**config.mk**
```make
export PLATFORM = sky130hd
export DESIGN_NAME = att_loader
export DESIGN_NICKNAME = d
export VERILOG_FILES = /design/src/rtl/pulse_pkg.sv /design/src/rtl/att_tick.sv /design/src/rtl/att_loader.sv
export SDC_FILE = /design/constraint.sdc
export NUM_CORES = 1
export LEC_CHECK = 0
export ABC_CLOCK_PERIOD_IN_PS = 2250
export CAP_MARGIN = 0
export CORE_ASPECT_RATIO = 0.7
export CORE_MARGIN = 2
export CORE_UTILIZATION = 30
export CTS_CLUSTER_DIAMETER = 150
export DETAILED_ROUTE_END_ITERATION = 6
export GPL_TIMING_DRIVEN = 0
export SLEW_MARGIN = 5
export SYNTH_ARGS = -nofsm -noshare
export SYNTH_HDL_FRONTEND = slang
export SYNTH_HIERARCHICAL = 1
export SYNTH_SLANG_ARGS = --single-unit
```
**constraint.sdc**
```tcl
create_clock -name clk -period 2.25 [get_ports clk]
set_input_delay 0.45 -clock clk [delete_from_list [all_inputs] [get_ports clk]]
set_output_delay 0.45 -clock clk [all_outputs]
set_load 0.02 [all_outputs]
```
**src/rtl/pulse_pkg.sv**
```systemverilog
// Shared types and constants for the pulse board control logic.
// Latency: n/a (declarations only). Backpressure: n/a.
// Holds the attenuator word width default and the loader state encoding.
package pulse_pkg;

    localparam int ATT_W_DEF = 7;

    typedef enum logic [2:0] {
        ST_IDLE   = 3'd0,
        ST_SHIFT1 = 3'd1,
        ST_LATCH1 = 3'd2,
        ST_GAP1   = 3'd3,
        ST_SHIFT2 = 3'd4,
        ST_LATCH2 = 3'd5,
        ST_GAP2   = 3'd6
    } att_state_t;

    function automatic logic is_shift(input att_state_t s);
        return (s == ST_SHIFT1) || (s == ST_SHIFT2);
    endfunction

endpackage

```
**src/rtl/att_tick.sv**
```systemverilog
// Half-period counter for the attenuator serial bus; tick_o marks the last cycle of a phase.
// Latency: tick_o is decoded from the count register; restart_i zeroes the count on the next edge.
// Backpressure: none, free-running; the loader pulses restart_i on every state entry.
module att_tick #(
    parameter int CLK_DIV = 6
) (
    input  logic clk,
    input  logic resetn,
    input  logic restart_i,
    output logic tick_o
);

    logic [7:0] cnt_q;
    logic [7:0] cnt_d;

    assign tick_o = (cnt_q == 8'(CLK_DIV - 1));

    always_comb begin
        cnt_d = cnt_q + 8'd1;
        if (restart_i || tick_o) begin
            cnt_d = '0;
        end
    end

    always_ff @(posedge clk or negedge resetn) begin
        if (!resetn) begin
            cnt_q <= '0;
        end else begin
            cnt_q <= cnt_d;
        end
    end

endmodule

```
**src/rtl/att_loader.sv**
```systemverilog
// Shifts the pre/post attenuator words out over a 3-wire bus and latches each device in turn.
// Latency: rxd in cycle k -> first SHIFT1 cycle k+2; a full load takes 32*CLK_DIV cycles.
// Backpressure: hold defers the start only while idle; rxd during a load queues one reload.
module att_loader
    import pulse_pkg::*;
#(
    parameter int ATT_W   = ATT_W_DEF,
    parameter int CLK_DIV = 6
) (
    input  logic             clk,
    input  logic             resetn,
    input  logic [ATT_W-1:0] pr_att,
    input  logic [ATT_W-1:0] po_att,
    input  logic             rxd,
    input  logic             hold,
    output logic             att_clk,
    output logic             att_data,
    output logic             att_le1,
    output logic             att_le2,
    output logic             busy,
    output logic             done
);

    localparam int BIT_W = $clog2(ATT_W + 1);

    att_state_t       state_q, state_d;
    logic             pending_q, pending_d;
    logic             phase_q, phase_d;
    logic [BIT_W-1:0] bit_q, bit_d;
    logic [ATT_W-1:0] sh1_q, sh1_d;
    logic [ATT_W-1:0] sh2_q, sh2_d;

    logic att_clk_q, att_clk_d;
    logic att_data_q, att_data_d;
    logic le1_q, le1_d;
    logic le2_q, le2_d;
    logic busy_q, busy_d;
    logic done_q, done_d;

    logic tick;
    logic restart;
    logic start;

    att_tick #(
        .CLK_DIV(CLK_DIV)
    ) u_tick (
        .clk      (clk),
        .resetn   (resetn),
        .restart_i(restart),
        .tick_o   (tick)
    );

    always_comb begin
        state_d = state_q;
        phase_d = phase_q;
        bit_d   = bit_q;
        sh1_d   = sh1_q;
        sh2_d   = sh2_q;
        start   = 1'b0;
        done_d  = 1'b0;

        case (state_q)
            ST_IDLE: begin
                if (pending_q && !hold) begin
                    start   = 1'b1;
                    state_d = ST_SHIFT1;
                    sh1_d   = pr_att;
                    sh2_d   = po_att;
                    phase_d = 1'b0;
                    bit_d   = '0;
                end
            end
            ST_SHIFT1, ST_SHIFT2: begin
                // phase 0 = att_clk low, phase 1 = high; data moves only when a new low phase begins
                if (tick) begin
                    if (!phase_q) begin
                        phase_d = 1'b1;
                    end else if (bit_q == BIT_W'(ATT_W - 1)) begin
                        state_d = (state_q == ST_SHIFT1) ? ST_LATCH1 : ST_LATCH2;
                    end else begin
                        phase_d = 1'b0;
                        bit_d   = bit_q + BIT_W'(1);
                        if (state_q == ST_SHIFT1) begin
                            sh1_d = sh1_q << 1;
                        end else begin
                            sh2_d = sh2_q << 1;
                        end
                    end
                end
            end
            ST_LATCH1: begin
                if (tick) state_d = ST_GAP1;
            end
            ST_GAP1: begin
                if (tick) begin
                    state_d = ST_SHIFT2;
                    phase_d = 1'b0;
                    bit_d   = '0;
                end
            end
            ST_LATCH2: begin
                if (tick) state_d = ST_GAP2;
            end
            ST_GAP2: begin
                if (tick) begin
                    state_d = ST_IDLE;
                    done_d  = 1'b1;
                end
            end
            default: begin
                state_d = ST_IDLE;
            end
        endcase

        // rxd on the departing edge wins over the clear, so a reload follows
        pending_d = (pending_q && !start) || rxd;
        restart   = (state_d != state_q);

        att_clk_d  = is_shift(state_d) && phase_d;
        att_data_d = 1'b0;
        if (state_d == ST_SHIFT1) begin
            att_data_d = sh1_d[ATT_W-1];
        end else if (state_d == ST_SHIFT2) begin
            att_data_d = sh2_d[ATT_W-1];
        end
        le1_d  = (state_d == ST_LATCH1);
        le2_d  = (state_d == ST_LATCH2);
        busy_d = (state_d != ST_IDLE);
    end

    always_ff @(posedge clk or negedge resetn) begin
        if (!resetn) begin
            state_q    <= ST_IDLE;
            pending_q  <= 1'b1;
            phase_q    <= 1'b0;
            bit_q      <= '0;
            sh1_q      <= '0;
            sh2_q      <= '0;
            att_clk_q  <= 1'b0;
            att_data_q <= 1'b0;
            le1_q      <= 1'b0;
            le2_q      <= 1'b0;
            busy_q     <= 1'b0;
            done_q     <= 1'b0;
        end else begin
            state_q    <= state_d;
            pending_q  <= pending_d;
            phase_q    <= phase_d;
            bit_q      <= bit_d;
            sh1_q      <= sh1_d;
            sh2_q      <= sh2_d;
            att_clk_q  <= att_clk_d;
            att_data_q <= att_data_d;
            le1_q      <= le1_d;
            le2_q      <= le2_d;
            busy_q     <= busy_d;
            done_q     <= done_d;
        end
    end

    assign att_clk  = att_clk_q;
    assign att_data = att_data_q;
    assign att_le1  = le1_q;
    assign att_le2  = le2_q;
    assign busy     = busy_q;
    assign done     = done_q;

endmodule

```
# Yosys cells after proc, flatten, opt, wreduce, memory -nomap -nowiden
# Index checks and enable logic that the tools add are counted.
# totals
ff_bits	36
input_bits	18
output_inout_bits	6
elab_cells	94
# classes
add_sub_neg	2
eq_ne	20
mux	41
reduce_logical	16
# ops
cell	n
$mux 7	10
$mux 3	14
$pmux 7 s2	2
$eq 3x3->1 const B	6
$pmux 3 s6	1
$reduce_and 6->1	3
$mux 1	11
$ne 2x2->1 const B	5
$eq 3x2->1 const B	3
$pmux 3 s3	1
$add 8x1->8 const B	1
$eq 8x3->1 const B	1
$mux 8	1
$eq 3x1->1 const B	2
$reduce_bool 3->1	2
$ne 2x1->1 const B	2
$add 3x1->3 const B	1
$logic_and 1x1->1	3
$logic_not 3->1	1
$logic_or 1x1->1	3
$ne 3x3->1	1
$pmux 1 s3	1
$logic_not 1->1	2
$reduce_bool 2->1	1
$reduce_or 2->1	1

# Logic depth before layout (Yosys ltp)
# Gate-level depths: netlist of run 1.
# logic_depth
ltp_word	9
depth_mapped	12
mapped_depth_nobuf	11

# Cells and area by module
# The synthesis of run 1 kept the hierarchy.
# modules_own_cells
module	instances	cells_per_inst	area_per_inst_um2	seq_area_each_um2
att_loader	1	140	1500.2	701.9
att_tick	1	39	420.4	200.2

# Least setup slack after synthesis of run 1
# OpenSTA, ideal clock, no wires.
# synth_timing
kind	register -> register
startpoint	register u_tick.cnt_q[1]
endpoint	register busy_q, in the netlist busy
setup_ps	139
arrival_ps	2208
required_time_ps	2111
slack_ps	-97
stages_incl_launch_ff	10
path_buffers	1
synth_period_minus_slack_ps	2347
path_cell_list	dfrtp_1 inv_1 ha_1 nand4bb_2 nor4_1 buf_6 nand4_4 a21o_1 a21o_1 or4b_1
# synth_via
elab_chain_cells	4
elab_cells_between_ends	8
classes_between	eq/ne: 1; mux: 6; reduce/logical: 1
# synth_rtl
element	line_no	text
from (decl)	att_tick.sv:13	logic [7:0] cnt_q;
from (signal assigned)	att_tick.sv:29	cnt_q <= cnt_d;
$eq 8x3->1 *	att_tick.sv:16	assign tick_o = (cnt_q == 8'(CLK_DIV - 1));
net tick	att_loader.sv:40	logic tick;
$mux 3 (on tied branches)	--	
$pmux 3 s6 *	att_loader.sv:62	case (state_q)
$reduce_bool 3->1 *	att_loader.sv:128	busy_d = (state_d != ST_IDLE);
net busy_d	att_loader.sv:37	logic busy_q, busy_d;
to (signal assigned)	att_loader.sv:156	busy_q <= busy_d;
to (decl)	att_loader.sv:37	
# The timed path passes the listed nets; every way through them passes the cells marked *.
# A chain may end at the register's enable or synchronous reset.

# Worst setup path after layout of run 1
# Same ends and word-level chain as after synthesis.

==> out/metrics.cfg, run 1 <==
[outcome]
status = complete, no violations

[critical_path]
crit_type = reg2reg
critPathCaptureType = flip-flop
cpPeakStageDelay_ns = 0.47
cp_max_fo = 4
cp_data_arrival_time_ns = 2.36
critPathLaunchType = flip-flop
crit_chain = inv_2 > ha_4 > nand4bb_4 > nor4_4 > buf_6 > nand4_4 > a21o_1 > a21o_1 > or4b_4
cp_top_family = simple AND/OR/NAND/NOR gates
cp_common_cell = a21o_1
r2r_start = u_tick/cnt_q[1]
timing.critical_path.required_ns = 2.41
worstSetupStartpoint = u_tick/cnt_q[1]
crit_buf_inv = 2
worst_path_max_delay_cell = or4b_4

[floorplan]
design.die.area_sq_mm = 0.00707
rows = 24
initial_core_util = 0.309
core_area_sq_mm = 0.00622
fp.dieW_microns = 99.6
die_h_microns = 70.9
io_pins = 24

[yosys]
seq_area_frac_synth = 0.470
synthCells = 179
synthArstFlopShare = 1.00
synth_warnings = 6
ys_seq_elements = 36
synth.distinct_cells = 48
synth_flop_cell = dfrtp_1
synthesis.nets = 201
syn_area_sq_mm = 0.00192
avgSynthCellArea_sq_um = 10.7
synth_edf_count = 0

[sta]
fin_ws_ns = 0.0531
rsz0062_at_grt = true
max_freq_ghz = 0.455
period_share = 0.976
slew_viol_final = 0
tightest_slew_ns = 0.817
hold_viol_final = 0
fin_skew_ns = 0.00405
finalSetupViolCount = 0
min_period_ns = 2.20
maxSlewHeadroom = 0.455

[cells_and_area]
final_nets = 246
syn_to_final_growth_pct = 29.9
fillCellCount = 604
multi_input_area_sq_um = 961
antenna_cells = 0
regArea_sq_um = 902
drive_gt1_frac = 0.222
fin_area_sq_mm = 0.00249

[drt]
wirelength_microns = 4170
first_pass_iters = 4
wl_per_cell_microns = 13.8
drcViolationCount = 0
ant_nets = 0
dr.first_iter.drc_count = 56
drt-vias-per-instance = 4.98
vias = 1510

[clock_tree]
clock-sinks = 36
cts_buffer_depth = 2
htreeDepth = 2
cts-buffers-inserted = 5
cts_hold_buf = 0
cts_tree = done
path_clk_slew_ns = 0.07
root_buffer = clkbuf_8
clk_latency_ns = 0.29

[hold_path]
hold_class = in2async

[placement]
place_ws_ns = -0.279
numPortBuffers = 23
placed_area_sq_mm = 0.00225
place_hpwl_microns = 2790
place.gp.congestion = 0.753

[run]
max_cap_violations = 0

[pwr]
power_density_mw_per_mm2 = 1180
p_leak_nw = 1.14
ir_worst_vdd_mv = 0.385
power_mw = 2.93

[global_routing]
grt_pass1_wl_microns = 7250
grt_max_degree = 37
antenna_found_initial = 0
first_global_vias = 1481
grt_usage = 0.130
grt_overflow = 0

==> metrics by stage <==
step / hold WS (ns) / cells / util / TNS, ns
CTS: 0.288 / 297 / 0.391 / -0.0373
floorplan: 0.154 / 179 / - / 0
global placement: 0.459 / 280 / 0.363 / -5.64
finish: 0.240 / 303 / 0.401 / 0
global route: 0.322 / 303 / 0.401 / -0.177
detailed placement: 0.467 / 280 / 0.362 / -1.01
==> cells by family after synthesis <==
logic type,share of synthesized area
muxes,0.0163
and+or+nand+nor,0.190
buffers and inverters,0.0521
AOI/OAI and AO/OA,0.218
xor gates and xnor gates,0.0228
DFF,0.470
adders and majority gates,0.0313
==> cell type report <==
cell class,instances,share of cell area
Buffer,9,0.0261
Clock buffer,8,0.0361
Inverter,10,0.0150
Multi-Input combinational cell,124,0.385
Sequential cell,36,0.362
Tap cell,78,0.0391
Timing Repair Buffer,38,0.137
==> where the power goes <==
part	total, mW	internal (mW)	leakage (nW)	switching, mW
Sequential	1.08	0.893	0.453	0.185
Combinational	1.38	0.701	0.646	0.677
Clock	0.478	0.250	0.0455	0.228
==> cell usage in the layout (no fill, tap or decap), drive strengths merged, types with 5 or more instances in the layout <==
cell type,instances
dfrtp,35
a21o,13
nand4,5
clkbuf,9
inv,10
a22o,12
buf,24
a21oi,5
nor2,11
nand3,9
o21ai,10
clkdlybuf4s50,22
nand2,7
==> Yosys cell counts, types with 2 or more instances <==
cell type	count	area, sq um
nor2_1	10	37.5
nand2_1	7	26.3
a31oi_1	2	12.5
dfrtp_1	35	876
o21ai_0	9	45.0
ha_1	4	50.1
nor4_1	2	12.5
buf_6	2	22.5
o211ai_1	2	15.0
a22o_1	12	105
o311ai_2	2	32.5
nor2b_1	3	18.8
nand3_1	9	45.0
nor3_1	3	15.0
inv_1	10	37.5
xnor2_1	2	17.5
nand4_1	3	18.8
or3_1	3	18.8
a21o_1	13	97.6
mux2i_1	2	20.0
and2_1	4	25.0
buf_4	2	15.0
a21oi_1	4	20.0
xor2_1	3	26.3
buf_2	5	25.0
and3_1	4	25.0
==> worst reg2reg max path, stage by stage, from the launching register on <==
cell and delay (ns):
dfrtp_1 0.39, inv_2 0.07, ha_4 0.13, nand4bb_4 0.13, nor4_4 0.21, buf_6 0.16
nand4_4 0.12, a21o_1 0.22, a21o_1 0.17, or4b_4 0.47
==> repair_timing <==
| action | CTS | global route |
|---|---|---|
| hold endpoints to repair | 0 | 0 |
| endpoints found under the setup margin | 11 | 24 |
| pin swaps | 3 | 2 |
| gates resized for setup | 3 | 5 |
| setup buffers | 9 | 6 |
==> registers in the layout, summed over array words and instances, names as in the netlist <==
| name | count |
|---|---|
| busy | 1 |
| bit_q | 3 |
| phase_q | 1 |
| att_le2 | 1 |
| sh1_q | 7 |
| pending_q | 1 |
| att_le1 | 1 |
| done | 1 |
| att_data | 1 |
| sh2_q | 7 |
| u_tick/cnt_q | 8 |
| att_clk | 1 |
| state_q | 3 |
==> final timing paths <==
check                                  end  slack (ns)  depth (start not counted)
max                                   busy        0.05                          9
min                        u_tick/cnt_q[0]        0.24                          1
max reg2reg                           busy        0.05                          9
min reg2reg                       sh2_q[4]        0.48                          1
max in group asynchronous  u_tick/cnt_q[1]        1.48                          1
min in group clk                  sh2_q[4]        0.48                          1
==> per-layer routing <==
layer / track usage / up-vias / wire length, microns
li1: - / 743 / -
met1: 0.188 / 737 / 2200
met2: 0.183 / 25 / 1770
met3: 0.0385 / 5 / 146
met4: 0.0518 / 0 / 57
met5: 0 / - / 0
No activity file was read; power rests on OpenSTA's default activity.
==> inputs of run 2 (changes only) <==
--- a/config.mk
+++ b/config.mk
@@ -5,6 +5,7 @@
 export SDC_FILE = /design/constraint.sdc
 export NUM_CORES = 1
 export LEC_CHECK = 0
+export ABC_AREA = 1
 export ABC_CLOCK_PERIOD_IN_PS = 2250
 export CAP_MARGIN = 0
 export CORE_ASPECT_RATIO = 0.7
==> run 2 against run 1 <==
  * Register-to-register slack improved by 0.15 ns
  * Combinational power fell by 97%
  * Fmax is 7.6% higher
  * Cell count rose by 14%
  * Routed wire length decreased by 8.4%
  * Via count increased by 5.8%
  * Setup slack better by 0.15 ns
==> out/metrics.cfg, run 2 <==
[outcome]
status = complete, no violations

[yosys]
synthCells = 234  ; +31%
synth.distinct_cells = 32  ; -33%
synthesis.nets = 256  ; +27%
synth_area_leaders = dfrtp_1, nand2_1, nand3_1
avgSynthCellArea_sq_um = 8.28  ; -23%
seq_area_frac_synth = 0.465  ; -0.00425
syn_area_sq_mm = 0.00194  ; +0.91%
yosysMostFrequentCell = nand2_1
synth_area_leader_cell = dfrtp_1
synth_warnings = 6  ; unchanged
synth_edf_count = 0  ; unchanged
synth_top_cell_area_share = 0.452  ; -0.00412
synth_flop_cell = dfrtp_1
ys_seq_elements = 36  ; unchanged
yosys-top-cells-count = nand2_1, dfrtp_1, inv_1
synthArstFlopShare = 1.00  ; unchanged

[critical_path]
timing.rr.end = u_tick/cnt_q[4]
worst_path_max_delay_cell = dfrtp_1
cp_data_arrival_time_ns = 2.25  ; -0.11 ns
cpPeakStageDelay_ns = 0.41  ; -0.06 ns
cp.depth = 13  ; +4
crit_buf_inv = 1  ; -1
critPathLaunchType = flip-flop
reg2reg_slack_ns = 0.21  ; +0.15 ns
cp_max_fo = 8  ; +4
crit_chain = inv_1 > ha_1 > nand3_2 > nor2_4 > nand2_1 > nor2_2 > nand2_4 > nand3_2 > nand3_4 > nand2_1 > nand4_1 > o21bai_4 > nor2_1
r2r_cells = 13  ; +4
critPathCaptureType = flip-flop
timing.critical_path.required_ns = 2.46  ; +0.05 ns
cp_top_family = simple AND/OR/NAND/NOR gates
r2r_start = u_tick/cnt_q[1]
crit_type = reg2reg

[sta]
tightest_slew_ns = 0.786  ; -0.0306 ns
max_freq_ghz = 0.490  ; +7.6%
rsz0062_at_grt = false
period_share = 0.908  ; -0.0687
hold_slack_ns = 0.248  ; +0.00830 ns
maxSlewHeadroom = 0.476  ; +0.0204
min_period_ns = 2.04  ; -0.155 ns
slew_viol_final = 0  ; unchanged
hold_viol_final = 0  ; unchanged
setup_tns_ns = 0  ; unchanged
finalSetupViolCount = 0  ; unchanged
fin_skew_ns = 0.00540  ; +0.00135 ns

[drt]
vias = 1598  ; +5.8%
wirelength_microns = 3820  ; -8.4%
wl_per_cell_microns = 11.0  ; -20%
ant_nets = 0  ; unchanged
dr.first_iter.drc_count = 83  ; +48%
drcViolationCount = 0  ; unchanged
first_pass_iters = 4  ; unchanged
drt-vias-per-instance = 4.62  ; -7.3%

[clock_tree]
clk_latency_ns = 0.28  ; about the same
cts-buffers-inserted = 5  ; unchanged
cts_tree = done
cts_buffer_depth = 2  ; unchanged
clock-sinks = 36  ; unchanged
path_clk_slew_ns = 0.07  ; about the same
htreeDepth = 2  ; unchanged
root_buffer = clkbuf_8
cts_hold_buf = 0  ; unchanged

[floorplan]
fp.dieW_microns = 100  ; +0.44%
die_h_microns = 71.3  ; +0.43%
design.die.area_sq_mm = 0.00713  ; +0.87%
initial_core_util = 0.310  ; +0.00132
rows = 24  ; unchanged
io_pins = 24  ; unchanged
core_area_sq_mm = 0.00625  ; +0.48%

[run]
max_cap_violations = 0  ; unchanged

[hold_path]
hold_class = in2async

[cells_and_area]
antenna_cells = 0  ; unchanged
regArea_sq_um = 902  ; unchanged
syn_to_final_growth_pct = 25.0
regMostFlops = u_tick/cnt_q
final_nets = 289  ; +17%
largest_reg_flops = 8  ; unchanged
drive_gt1_frac = 0.183  ; -0.0394
multi_input_area_sq_um = 943  ; -1.8%
layout_common_cells = nand2_1, dfrtp_1, clkdlybuf4s50_1
fin_cells = 346  ; +14%
final_util = 0.388  ; -0.0135
final_common_cell = nand2_1
reg_top3 = u_tick/cnt_q x8, sh1_q x7, sh2_q x7
fillCellCount = 638  ; +5.6%

[global_routing]
grt_pass1_wl_microns = 6840  ; -5.6%
first_global_vias = 1541  ; +4.1%
grt_usage = 0.119  ; -0.0116
grt_max_degree = 37  ; unchanged
antenna_found_initial = 0  ; unchanged
grt_overflow = 0  ; unchanged

[placement]
place_hpwl_microns = 2810  ; +0.62%
numPortBuffers = 23  ; unchanged
place.gp.congestion = 0.768  ; +2.0%
dp.cells = 335  ; +20%

[pwr]
ir_worst_vdd_mv = 0.205  ; -47%
p_leak_nw = 1.16  ; +1.7%
power_density_mw_per_mm2 = 513  ; -56%

-- run 2: changes by cell type after synthesis, sizes merged, moves of 7 or more --
cell   change
nand2     +75
nor2      +17
nand3     +16
inv       +15
a21o      -13
a22o      -11
buf        -7
-- run 2: repair_timing --
action | in CTS | in global routing
buffers inserted | 2 | 1
gates resized for setup | 2 | 9
endpoints found under the hold margin | 0 | 0
pin swaps | 1 | 1
endpoints found under the setup margin | 8 | 9
-- run 2: power by group --
group          leakage (nW)  total, mW  switching [mW]  internal, mW
sequential            0.454      0.647               0         0.647
clock                0.0552      0.553           0.224         0.329
combinational         0.656     0.0425          0.0170        0.0255
-- run 2: cell families (layout without fill, tap and decap cells) --
group | Yosys count | in the layout | share of synthesized area
compound gates | 21 | 21 | 0.0788
xor+xnor | 3 | 3 | 0.0136
fa+ha+maj | 4 | 4 | 0.0258
buf+inv | 28 | 62 | 0.0639
flops | 36 | 36 | 0.465
simple gates | 142 | 142 | 0.352
-- run 2: stage by stage --
step | total power, mW | instance area [sq um] | setup slack (ns)
finish | 1.24 | 2420 | 0.208
global route | 1.29 | 2420 | 0.0204
CTS | 1.26 | 2390 | 0.0253
detailed placement | 0.703 | 2260 | -0.202
global placement | 0.705 | 2270 | -0.163
floorplan | 0.661 | 1940 | 0.178
-- run 2: worst max path at each step --
stage                     from              end
2_1_floorplan  u_tick/cnt_q[1]  u_tick/cnt_q[4]
3_3_place_gp   u_tick/cnt_q[1]  u_tick/cnt_q[4]
3_5_place_dp   u_tick/cnt_q[1]  u_tick/cnt_q[4]
4_1_cts        u_tick/cnt_q[1]  u_tick/cnt_q[4]
5_1_grt        u_tick/cnt_q[1]  u_tick/cnt_q[1]
6_report       u_tick/cnt_q[1]  u_tick/cnt_q[4]
-- run 2: final cells by class --
| type | count | share of cell area |
|---|---|---|
| Multi-Input combinational cell | 170 | 0.389 |
| Sequential cell | 36 | 0.372 |
| Timing Repair Buffer | 26 | 0.102 |
| Tap cell | 78 | 0.0403 |
| Inverter | 25 | 0.0387 |
| Clock buffer | 6 | 0.0300 |
| Clock inverter | 2 | 0.0145 |
| Buffer | 3 | 0.0124 |
-- run 2: per-layer routing --
| layer | GRT usage | vias to the layer above | part of all wire |
|---|---|---|---|
| li1 | - | 821 | - |
| met1 | 0.170 | 747 | 0.50 |
| met2 | 0.182 | 26 | 0.45 |
| met3 | 0.0283 | 4 | 0.040 |
| met4 | 0.0304 | 0 | 0.0076 |
| met5 | 0 | - | 0 |
